**src/rtl/lcd_bus_monitor_if.sv**
```systemverilog
// 4-bit HD44780 bus between an LCD driver (master) and the bus monitor (slave).
interface lcd_bus_monitor_if;
   logic       lcd_e;
   logic       lcd_rs;
   logic       lcd_rw;
   logic [3:0] lcd_d;

   modport master (output lcd_e, lcd_rs, lcd_rw, lcd_d);
   modport slave  (input  lcd_e, lcd_rs, lcd_rw, lcd_d);
endinterface

```
**src/rtl/lcd_bus_monitor.sv**
```systemverilog
// Responder-side model of a 4-bit HD44780 bus: reassembles nibbles, decodes the
// instruction subset, and keeps a 2x16 shadow of the visible display.
module lcd_bus_monitor #(
   parameter int CMD_BUSY_CYCLES   = 2000,
   parameter int CLEAR_BUSY_CYCLES = 82000
) (
   input  logic             i_clk,
   input  logic             i_reset,
   lcd_bus_monitor_if.slave i_bus,
   output logic [127:0]     o_row_a,
   output logic [127:0]     o_row_b,
   output logic             o_byte_valid,
   output logic [7:0]       o_byte_data,
   output logic             o_byte_rs,
   output logic             o_mode4,
   output logic [6:0]       o_ddram_addr,
   output logic             o_timing_err,
   output logic             o_proto_err
);
   localparam int MAX_BUSY = (CLEAR_BUSY_CYCLES > CMD_BUSY_CYCLES) ? CLEAR_BUSY_CYCLES : CMD_BUSY_CYCLES;
   localparam int BW       = $clog2(MAX_BUSY + 1);

   typedef enum logic [1:0] {M8, M4_HI, M4_LO} mode_t;

   logic          r_e_s1, r_e_s2, r_e_s3;
   logic [5:0]    r_ctl_s1, r_ctl_s2;
   mode_t         r_mode;
   logic [3:0]    r_hi;
   logic          r_hi_rs;
   logic          r_dir_inc;
   logic [BW-1:0] r_busy;
   logic [127:0]  r_row_a, r_row_b;
   logic [6:0]    r_addr;
   logic          r_mode4, r_byte_valid, r_byte_rs, r_timing_err, r_proto_err;
   logic [7:0]    r_byte_data;

   logic          w_strobe, w_rs, w_rw, w_exec, w_chk, w_brs, w_long;
   logic [3:0]    w_d, w_col;
   logic [7:0]    w_byte;

   // RS/RW/D ride the same synchronizer depth as E so they line up with the strobe
   assign w_strobe = r_e_s3 & ~r_e_s2;
   assign w_rs     = r_ctl_s2[5];
   assign w_rw     = r_ctl_s2[4];
   assign w_d      = r_ctl_s2[3:0];

   assign w_chk  = w_strobe & ~w_rw & ((r_mode == M8) | (r_mode == M4_LO));
   assign w_exec = w_strobe & ~w_rw & (((r_mode == M8) & ~w_rs) | (r_mode == M4_LO));
   assign w_byte = (r_mode == M8) ? {w_d, 4'h0} : {r_hi, w_d};
   assign w_brs  = (r_mode == M8) ? 1'b0 : r_hi_rs;
   assign w_long = ~w_brs & (w_byte[7:2] == 6'd0) & (w_byte[1:0] != 2'd0);
   assign w_col  = 4'd15 - r_addr[3:0];

   function automatic logic [6:0] f_step(input logic [6:0] a, input logic inc);
      if (inc) return (a == 7'h27) ? 7'h40 : (a == 7'h67) ? 7'h00 : a + 7'd1;
      else     return (a == 7'h00) ? 7'h67 : (a == 7'h40) ? 7'h27 : a - 7'd1;
   endfunction

   always_ff @(posedge i_clk) begin
      if (i_reset) begin
         r_e_s1       <= 1'b0;
         r_e_s2       <= 1'b0;
         r_e_s3       <= 1'b0;
         r_ctl_s1     <= '0;
         r_ctl_s2     <= '0;
         r_mode       <= M8;
         r_hi         <= '0;
         r_hi_rs      <= 1'b0;
         r_dir_inc    <= 1'b1;
         r_busy       <= '0;
         r_row_a      <= {16{8'h20}};
         r_row_b      <= {16{8'h20}};
         r_addr       <= '0;
         r_mode4      <= 1'b0;
         r_byte_valid <= 1'b0;
         r_byte_data  <= '0;
         r_byte_rs    <= 1'b0;
         r_timing_err <= 1'b0;
         r_proto_err  <= 1'b0;
      end else begin
         r_e_s1       <= i_bus.lcd_e;
         r_e_s2       <= r_e_s1;
         r_e_s3       <= r_e_s2;
         r_ctl_s1     <= {i_bus.lcd_rs, i_bus.lcd_rw, i_bus.lcd_d};
         r_ctl_s2     <= r_ctl_s1;
         r_byte_valid <= 1'b0;
         r_proto_err  <= 1'b0;
         r_timing_err <= w_chk && (r_busy != '0);

         if (w_strobe) begin
            if (w_rw) r_proto_err <= 1'b1;
            else begin
               case (r_mode)
                  M8:      if (w_rs) r_proto_err <= 1'b1;
                  M4_HI:   begin r_hi <= w_d; r_hi_rs <= w_rs; r_mode <= M4_LO; end
                  M4_LO:   begin r_mode <= M4_HI; if (w_rs != r_hi_rs) r_proto_err <= 1'b1; end
                  default: r_mode <= M8;
               endcase
            end
         end

         if (w_exec)           r_busy <= w_long ? BW'(CLEAR_BUSY_CYCLES) : BW'(CMD_BUSY_CYCLES);
         else if (r_busy != '0) r_busy <= r_busy - BW'(1);

         if (w_exec) begin
            r_byte_valid <= 1'b1;
            r_byte_data  <= w_byte;
            r_byte_rs    <= w_brs;
            if (w_brs) begin
               if (r_addr[6:4] == 3'b000) r_row_a[{w_col, 3'b000} +: 8] <= w_byte;
               if (r_addr[6:4] == 3'b100) r_row_b[{w_col, 3'b000} +: 8] <= w_byte;
               r_addr <= f_step(r_addr, r_dir_inc);
            end else begin
               casez (w_byte)
                  8'b1???????: r_addr <= w_byte[6:0];
                  8'b001?????: if (r_mode == M8 && !w_byte[4]) begin
                                  r_mode  <= M4_HI;
                                  r_mode4 <= 1'b1;
                               end
                  8'b000001??: r_dir_inc <= w_byte[1];
                  8'b0000001?: r_addr <= '0;
                  8'b00000001: begin
                                  r_row_a   <= {16{8'h20}};
                                  r_row_b   <= {16{8'h20}};
                                  r_addr    <= '0;
                                  r_dir_inc <= 1'b1;
                               end
                  default: ;
               endcase
            end
         end
      end
   end

   assign o_row_a      = r_row_a;
   assign o_row_b      = r_row_b;
   assign o_byte_valid = r_byte_valid;
   assign o_byte_data  = r_byte_data;
   assign o_byte_rs    = r_byte_rs;
   assign o_mode4      = r_mode4;
   assign o_ddram_addr = r_addr;
   assign o_timing_err = r_timing_err;
   assign o_proto_err  = r_proto_err;
endmodule

```
**src/flat_wrapper.sv**
```systemverilog
// flat-port wrapper written by rule: the top's interface ports become plain ports
module lcd_bus_monitor_flat 
#(
   parameter int CMD_BUSY_CYCLES   = 2000,
   parameter int CLEAR_BUSY_CYCLES = 82000
)
  (i_clk, i_reset, o_row_a, o_row_b, o_byte_valid, o_byte_data, o_byte_rs, o_mode4, o_ddram_addr, o_timing_err, o_proto_err, i_bus_lcd_e, i_bus_lcd_rs, i_bus_lcd_rw, i_bus_lcd_d);
  lcd_bus_monitor_if i_bus_i ();
  input  logic i_clk;
  input  logic i_reset;
  output logic [127:0] o_row_a;
  output logic [127:0] o_row_b;
  output logic o_byte_valid;
  output logic [7:0] o_byte_data;
  output logic o_byte_rs;
  output logic o_mode4;
  output logic [6:0] o_ddram_addr;
  output logic o_timing_err;
  output logic o_proto_err;
  input wire logic [$bits(i_bus_i.lcd_e)-1:0] i_bus_lcd_e;
  input wire logic [$bits(i_bus_i.lcd_rs)-1:0] i_bus_lcd_rs;
  input wire logic [$bits(i_bus_i.lcd_rw)-1:0] i_bus_lcd_rw;
  input wire logic [$bits(i_bus_i.lcd_d)-1:0] i_bus_lcd_d;
  assign i_bus_i.lcd_e = i_bus_lcd_e;
  assign i_bus_i.lcd_rs = i_bus_lcd_rs;
  assign i_bus_i.lcd_rw = i_bus_lcd_rw;
  assign i_bus_i.lcd_d = i_bus_lcd_d;
  lcd_bus_monitor #(.CMD_BUSY_CYCLES(CMD_BUSY_CYCLES), .CLEAR_BUSY_CYCLES(CLEAR_BUSY_CYCLES)) u_core (.i_clk(i_clk), .i_reset(i_reset), .i_bus(i_bus_i), .o_row_a(o_row_a), .o_row_b(o_row_b), .o_byte_valid(o_byte_valid), .o_byte_data(o_byte_data), .o_byte_rs(o_byte_rs), .o_mode4(o_mode4), .o_ddram_addr(o_ddram_addr), .o_timing_err(o_timing_err), .o_proto_err(o_proto_err));
endmodule
```
**config.mk**
```make
export PLATFORM = sky130hd
export DESIGN_NAME = lcd_bus_monitor_flat
export DESIGN_NICKNAME = d
export VERILOG_FILES = /design/src/rtl/lcd_bus_monitor_if.sv /design/src/rtl/lcd_bus_monitor.sv /design/src/flat_wrapper.sv
export SDC_FILE = /design/constraint.sdc
export NUM_CORES = 1
export LEC_CHECK = 0
export CAP_MARGIN = 20
export CORE_UTILIZATION = 54
export CTS_CLUSTER_DIAMETER = 60
export CTS_CLUSTER_SIZE = 8
export DETAILED_ROUTE_END_ITERATION = 8
export PLACE_DENSITY = 0.93
export SYNTH_ARGS = -nofsm -noshare
export SYNTH_HDL_FRONTEND = slang
export SYNTH_SLANG_ARGS = --single-unit
```
**constraint.sdc**
```tcl
create_clock -name i_clk -period 4.9 [get_ports i_clk]
set_input_delay 0.98 -clock i_clk [delete_from_list [all_inputs] [get_ports i_clk]]
set_output_delay 0.98 -clock i_clk [all_outputs]
set_load 0.05 [all_outputs]
```
---- After elaboration in Yosys (flattened, before gate mapping) ----
Index checks and enable logic that the tools add are counted.
cells by class
  $add $sub $neg .......................... 5
  equal/unequal tests ..................... 13
  shifts and indexed selects .............. 2
  multiplexer cells ....................... 32
  bitwise gates (word level) .............. 14
  reduce and logical (&&, ||, !) cells .... 21
operators by type and width
  operator                                                                  number
  128-bit 2-to-1 mux                                                        5
  128-bit bitwise mux                                                       2
  8-bit by 9-bit variable shift with 128-bit output (first input constant)  1
  8-bit by 9-bit variable part select with 128-bit output                   1
  17-bit 2-to-1 mux                                                         3
  7-bit 2-to-1 mux                                                          6
  17-bit nonzero test                                                       1
  17-bit by 1-bit subtractor with 17-bit output (second input constant)     1
  7-bit == test (second input constant)                                     2
  7-bit case mux with 2 select lines                                        1
  2-bit 2-to-1 mux                                                          6
  3-bit AND reduction                                                       4
  7-bit negation with 9-bit output                                          1
  8-bit by 1-bit == test with 1-bit output (second input constant)          1
  8-bit 2-to-1 mux                                                          1
  2-bit nonzero test                                                        4
  7-bit by 1-bit adder with 7-bit output (second input constant)            1
  1-bit AND                                                                 7
  7-bit by 1-bit == test with 1-bit output (second input constant)          1
  7-bit by 6-bit == test with 1-bit output (second input constant)          1
  7-bit logical NOT                                                         1
  7-bit by 1-bit subtractor with 7-bit output (second input constant)       1
  6-bit by 1-bit == test with 1-bit output (second input constant)          1
  6-bit logical NOT                                                         1
  20 further kinds                                                          33
storage, ports and cells
  register bits ........................... 316
  bits of input ports ..................... 9
  output and inout bits ................... 276
  logic and storage cells ................. 106

---- Longest topological paths before layout ----
  word-level depth ........................ 8
  mapped depth ............................ 10
  depth with buffers taken out ............ 7

---- Least setup slack after synthesis ----
Ideal clock, no wire load.
  kind .................................... register to register
  start ................................... register u_core.r_addr[1], in the netlist u_core.o_ddram_addr[1]
  end ..................................... register u_core.r_row_a[96], in the netlist u_core.o_row_a[96]
  library setup time ...................... 0.117 ns
  data arrival time ....................... 3.199 ns
  data required time ...................... 4.783 ns
  path slack .............................. 1.584 ns
  cell stages (with the launch flop) ...... 11
  buffers on the path ..................... 3
  clock period less this slack ............ 3.316 ns
  path through ............................ dfxtp_1 > clkbuf_1 > clkbuf_1 > inv_1 > ha_1 > clkbuf_1 > or3b_2 > a2111oi_0 > o21ai_0 > and2_1 > a22o_1
between the ends
  longest elaborated chain between the ends .. 6
  elaborated cells on any way between the ends .. 7
  those cells by class .................... 2 x add/sub; 2 x shift; 3 x mux
RTL lines
  element                                                                                                                       RTL line                source
  start: declaration                                                                                                            lcd_bus_monitor.sv:33   logic [6:0] r_addr;
  start signal: assignment                                                                                                      lcd_bus_monitor.sv:112  r_addr <= f_step(r_addr, r_dir_inc);
  4-bit subtractor *                                                                                                            lcd_bus_monitor.sv:52   assign w_col = 4'd15 - r_addr[3:0];
  7-bit negation with 9-bit output *                                                                                            lcd_bus_monitor.sv:110  if (r_addr[6:4] == 3'b000) r_row_a[{w_col, 3'b000} +: 8] <= w_byte;
  8-bit by 9-bit variable part select with 128-bit output or 8-bit by 9-bit variable shift with 128-bit output (tied branches)  lcd_bus_monitor.sv:110
  128-bit bitwise mux *                                                                                                         lcd_bus_monitor.sv:110
  128-bit 2-to-1 mux *                                                                                                          lcd_bus_monitor.sv:110
  128-bit 2-to-1 mux *                                                                                                          lcd_bus_monitor.sv:109  if (w_brs) begin
  end signal: assignment                                                                                                        lcd_bus_monitor.sv:71   r_row_a <= {16{8'h20}};
  end signal: indexed assignment                                                                                                lcd_bus_monitor.sv:110
  end signal: assignment                                                                                                        lcd_bus_monitor.sv:123  r_row_a <= {16{8'h20}};
  end: declaration                                                                                                              lcd_bus_monitor.sv:32   logic [127:0] r_row_a, r_row_b;
Every way passes the cells marked *; elsewhere a longest branch is shown, timed or not. The select of a mux whose other input is x is not followed.
A chain may end at the register's enable or synchronous reset.

---- Worst setup path after layout ----
  start ................................... register u_core.r_addr[0], in the netlist u_core.o_ddram_addr[0]
  end ..................................... register u_core.r_row_a[97], in the netlist u_core.o_row_a[97]
Same word-level chain as after synthesis.

==> impl_metrics.env <==
export IMPL_overflow=0
export IMPL_grt_pass1_vias=11800
export IMPL_synth_yosys_seq_area_share_pct=50.4
export IMPL_hp_class="reg -> reg"
export IMPL_gp_congestion=0.982
export IMPL_cts_sinks=316
export IMPL_clock_path_buffers=3
export IMPL_crit_start="u_core.o_ddram_addr[0]$_SDFFE_PP0P_"
export IMPL_synth_flop_cell="dfxtp_1"
export IMPL_synth_xor_area_share_pct=1.19
export IMPL_finish_instance_area_sq_um=16700
export IMPL_first_pass_iters=9
export IMPL_synth_edf_count=0
export IMPL_setup_viol=0
export IMPL_fp_dieW_um=155
export IMPL_synth_distinct_cells=78
export IMPL_rsz0062_at_grt="false"
export IMPL_clk_pin_slew_ns=0.05
export IMPL_worst_slew_pin_slew_ns=1.22
export IMPL_nNetsFinal=1581
export IMPL_yosys_area_share_adder_pct=0.697
export IMPL_drc_errors=0
export IMPL_slew_viol_final=0
export IMPL_cp_end_kind="flop"
export IMPL_ioPinCount=285
export IMPL_finalCritPeriodShare_pct=75.7
export IMPL_p_per_area_nw_per_um2=357
export IMPL_vias=12300
export IMPL_cts_hold_buf=0
export IMPL_worstSetupPathType="reg -> reg"
export IMPL_cts_tree="done"
export IMPL_fillers=1495
export IMPL_dieArea_sq_um=23900
export IMPL_slew_headroom_pct=18.1
export IMPL_synth_compound_area_share_pct=24.0
export IMPL_path_max_fanout=25
export IMPL_rr_startpoint="u_core.o_ddram_addr[0]$_SDFFE_PP0P_"
export IMPL_drt_total_wl_um=43700
export IMPL_fin_skew_ns=0.0106
export IMPL_area_delta_synth_final_pct=33.2
export IMPL_cts_htree_levels=2
export IMPL_start_util_pct=55.3
export IMPL_cp_start_kind="flop"
export IMPL_core_region_area_sq_um=22700
export IMPL_cts_resized=0
export IMPL_dr_first_iter_drc_count=1859
export IMPL_clockRootBuffer="clkbuf_16"
export IMPL_placed_area_sq_um=15500
export IMPL_drtAntennaViolNets=0
export IMPL_place_hpwl_um=29800
export IMPL_insertion_delay_ns=0.54
export IMPL_p_total_mw=5.97
export IMPL_leakage_nw=5.91
export IMPL_syn_nets=1317
export IMPL_portBuffers=284
export IMPL_cts_setup_buffers=0
export IMPL_diodes=0
export IMPL_grt_pass1_wl_um=66800
export IMPL_synth_simple_area_share_pct=16.1
export IMPL_final_layout_size_suffix_gt1_share_pct=6.45
export IMPL_routedWlPerCell_um=23.6
export IMPL_max_freq_mhz=269
export IMPL_finalHoldViolations=0
export IMPL_vias_per_cell=6.65
export IMPL_cp_arrival_ns=4.13
export IMPL_async_flop_share_pct=0
export IMPL_synth_top_family_by_area="compound AO/OA/AOI/OAI gates"
export IMPL_drv_cap=0
export IMPL_track_usage_pct=35.7
export IMPL_fin_tns_setup_ns=0
export IMPL_antenna_found_initial=1
export IMPL_hold_start="u_core.r_ctl_s1[5]$_SDFF_PP0_"
export IMPL_status="finished clean"
export IMPL_ys_seq_elements=316
export IMPL_netlist_area_sq_um=12600
export IMPL_row_count=55
export IMPL_synthMuxAreaShare_pct=3.84
export IMPL_yosysWarningCount=0
export IMPL_numCtsBuffers=45
export IMPL_required_ns=5.32
export IMPL_finalCriticalPeriod_ns=3.71
export IMPL_ir_worst_vdd_mv=0.234
export IMPL_grt_start_max_net_pins=92
export IMPL_syn_area_per_cell_sq_um=9.65
export IMPL_die_h_um=155
export IMPL_syn_instance_count=1301
per-stage QoR:
stage,util (%),hold WS [ns],worst slack (ns),instances
5_1_grt,73.7,0.455,1.04,1852
3_3_place_gp,68.4,0.423,1.55,1801
6_report,73.7,0.440,1.19,1852
4_1_cts,73.6,0.437,1.30,1850
2_1_floorplan,-,0.414,1.58,1301
3_5_place_dp,68.4,0.436,1.30,1801
area by class of cell:
class | count | area, sq um | area share (%)
Multi-Input combinational cell | 863 | 5760 | 34.4
Clock inverter | 4 | 67.6 | 0.404
Timing Repair Buffer | 299 | 2950 | 17.6
Inverter | 40 | 150 | 0.897
Clock buffer | 45 | 1130 | 6.73
Sequential cell | 316 | 6330 | 37.8
Tap cell | 285 | 357 | 2.13
critical path, cell delays in order (launching register included):
cell and delay, ns:
dfxtp_1 0.95, inv_1 0.27, ha_1 0.53, or3b_2 0.53, a2111oi_0 0.39, o21ai_0 0.35, and2_1 0.34, a22o_1 0.24
kinds of logic (layout without fill, tap and decap cells):
| family | count (synthesis) | in the layout |
|---|---|---|
| XOR/XNOR | 17 | 17 |
| buffers and inverters | 122 | 388 |
| AO/OA/AOI/OAI | 403 | 403 |
| flip-flops | 316 | 316 |
| AND/OR/NAND/NOR | 388 | 388 |
| multiplexers | 48 | 48 |
| adder cells (fa/ha/maj) | 7 | 7 |
cells in the final DEF (no fill, tap or decap), types with 7 or more instances in the layout:
master           instances
ha_1                     7
a31oi_1                 21
inv_1                   38
a32o_1                  15
clkbuf_16               45
a22o_1                  62
nor2_1                 116
a21oi_1                 58
o21ai_1                  9
and2_1                   9
dfxtp_1                316
clkdlybuf4s50_1        283
nand4_1                  8
a22oi_1                 25
a211oi_1                19
o211ai_1                13
xnor2_1                 12
mux2i_1                 47
o2bb2ai_1               63
nor3_1                  14
nor2b_1                 22
o21ai_0                 38
o32ai_1                 23
buf_4                   14
nand3_1                 47
nand2_1                 94
nor4_1                  13
o31ai_1                 10
registers in the layout, summed over array words and instances (netlist names):
name                 flops
u_core.r_ctl_s1          6
u_core.o_byte_rs         1
u_core.o_byte_data       8
u_core.r_e_s2            1
u_core.o_byte_valid      1
u_core.o_row_a         128
u_core.r_e_s1            1
u_core.r_mode            2
u_core.o_timing_err      1
u_core.r_busy           17
u_core.r_hi_rs           1
u_core.o_mode4           1
u_core.o_proto_err       1
u_core.o_ddram_addr      7
u_core.o_row_b         128
u_core.r_dir_inc         1
u_core.r_e_s3            1
u_core.r_ctl_s2          6
u_core.r_hi              4
synthesized netlist by cell type (all sizes together) (9+ instances only):
master,number,area (sq um)
a32o,15,150
nor3,21,146
o32ai,23,201
clkbuf,66,249
a22o,62,543
a211oi,19,143
nand3,47,235
nand2,94,353
mux2i,47,470
and2,9,56.3
xnor2,12,105
a22oi,25,188
nor2,117,442
o31ai,10,75.1
inv,38,143
nor2b,22,138
dfxtp,316,6330
o2bb2ai,63,552
o211ai,13,97.6
buf,16,81.3
a31oi,21,131
o21ai,49,253
nand4,9,62.6
nor4,19,191
a21oi,63,345
routing by layer:
| metal | global-route usage [%] | vias to the layer above | wire length [um] |
|---|---|---|---|
| met5 | 0 | - | 0 |
| met4 | 18.8 | 0 | 2220 |
| met3 | 8.04 | 179 | 4880 |
| met2 | 57.6 | 928 | 19900 |
| met1 | 44.6 | 5847 | 16600 |
| li1 | - | 5353 | - |
path summary, 6_finish.rpt:
check,slack [ns],endpoint,cells past startpoint
hold / removal,0.44,u_core.r_ctl_s2[5]$_SDFF_PP0_,1
setup reg to reg,1.19,u_core.o_row_a[97]$_SDFFE_PP0P_,7
hold reg to reg,0.44,u_core.r_ctl_s2[5]$_SDFF_PP0_,1
setup / recovery,1.19,u_core.o_row_a[97]$_SDFFE_PP0P_,7
where the power goes:
part / switching [mW] / internal (mW)
Clock: 1.05 / 1.67
Sequential: 0.0654 / 2.64
Combinational: 0.329 / 0.212
(Power assumes the default switching activity.)
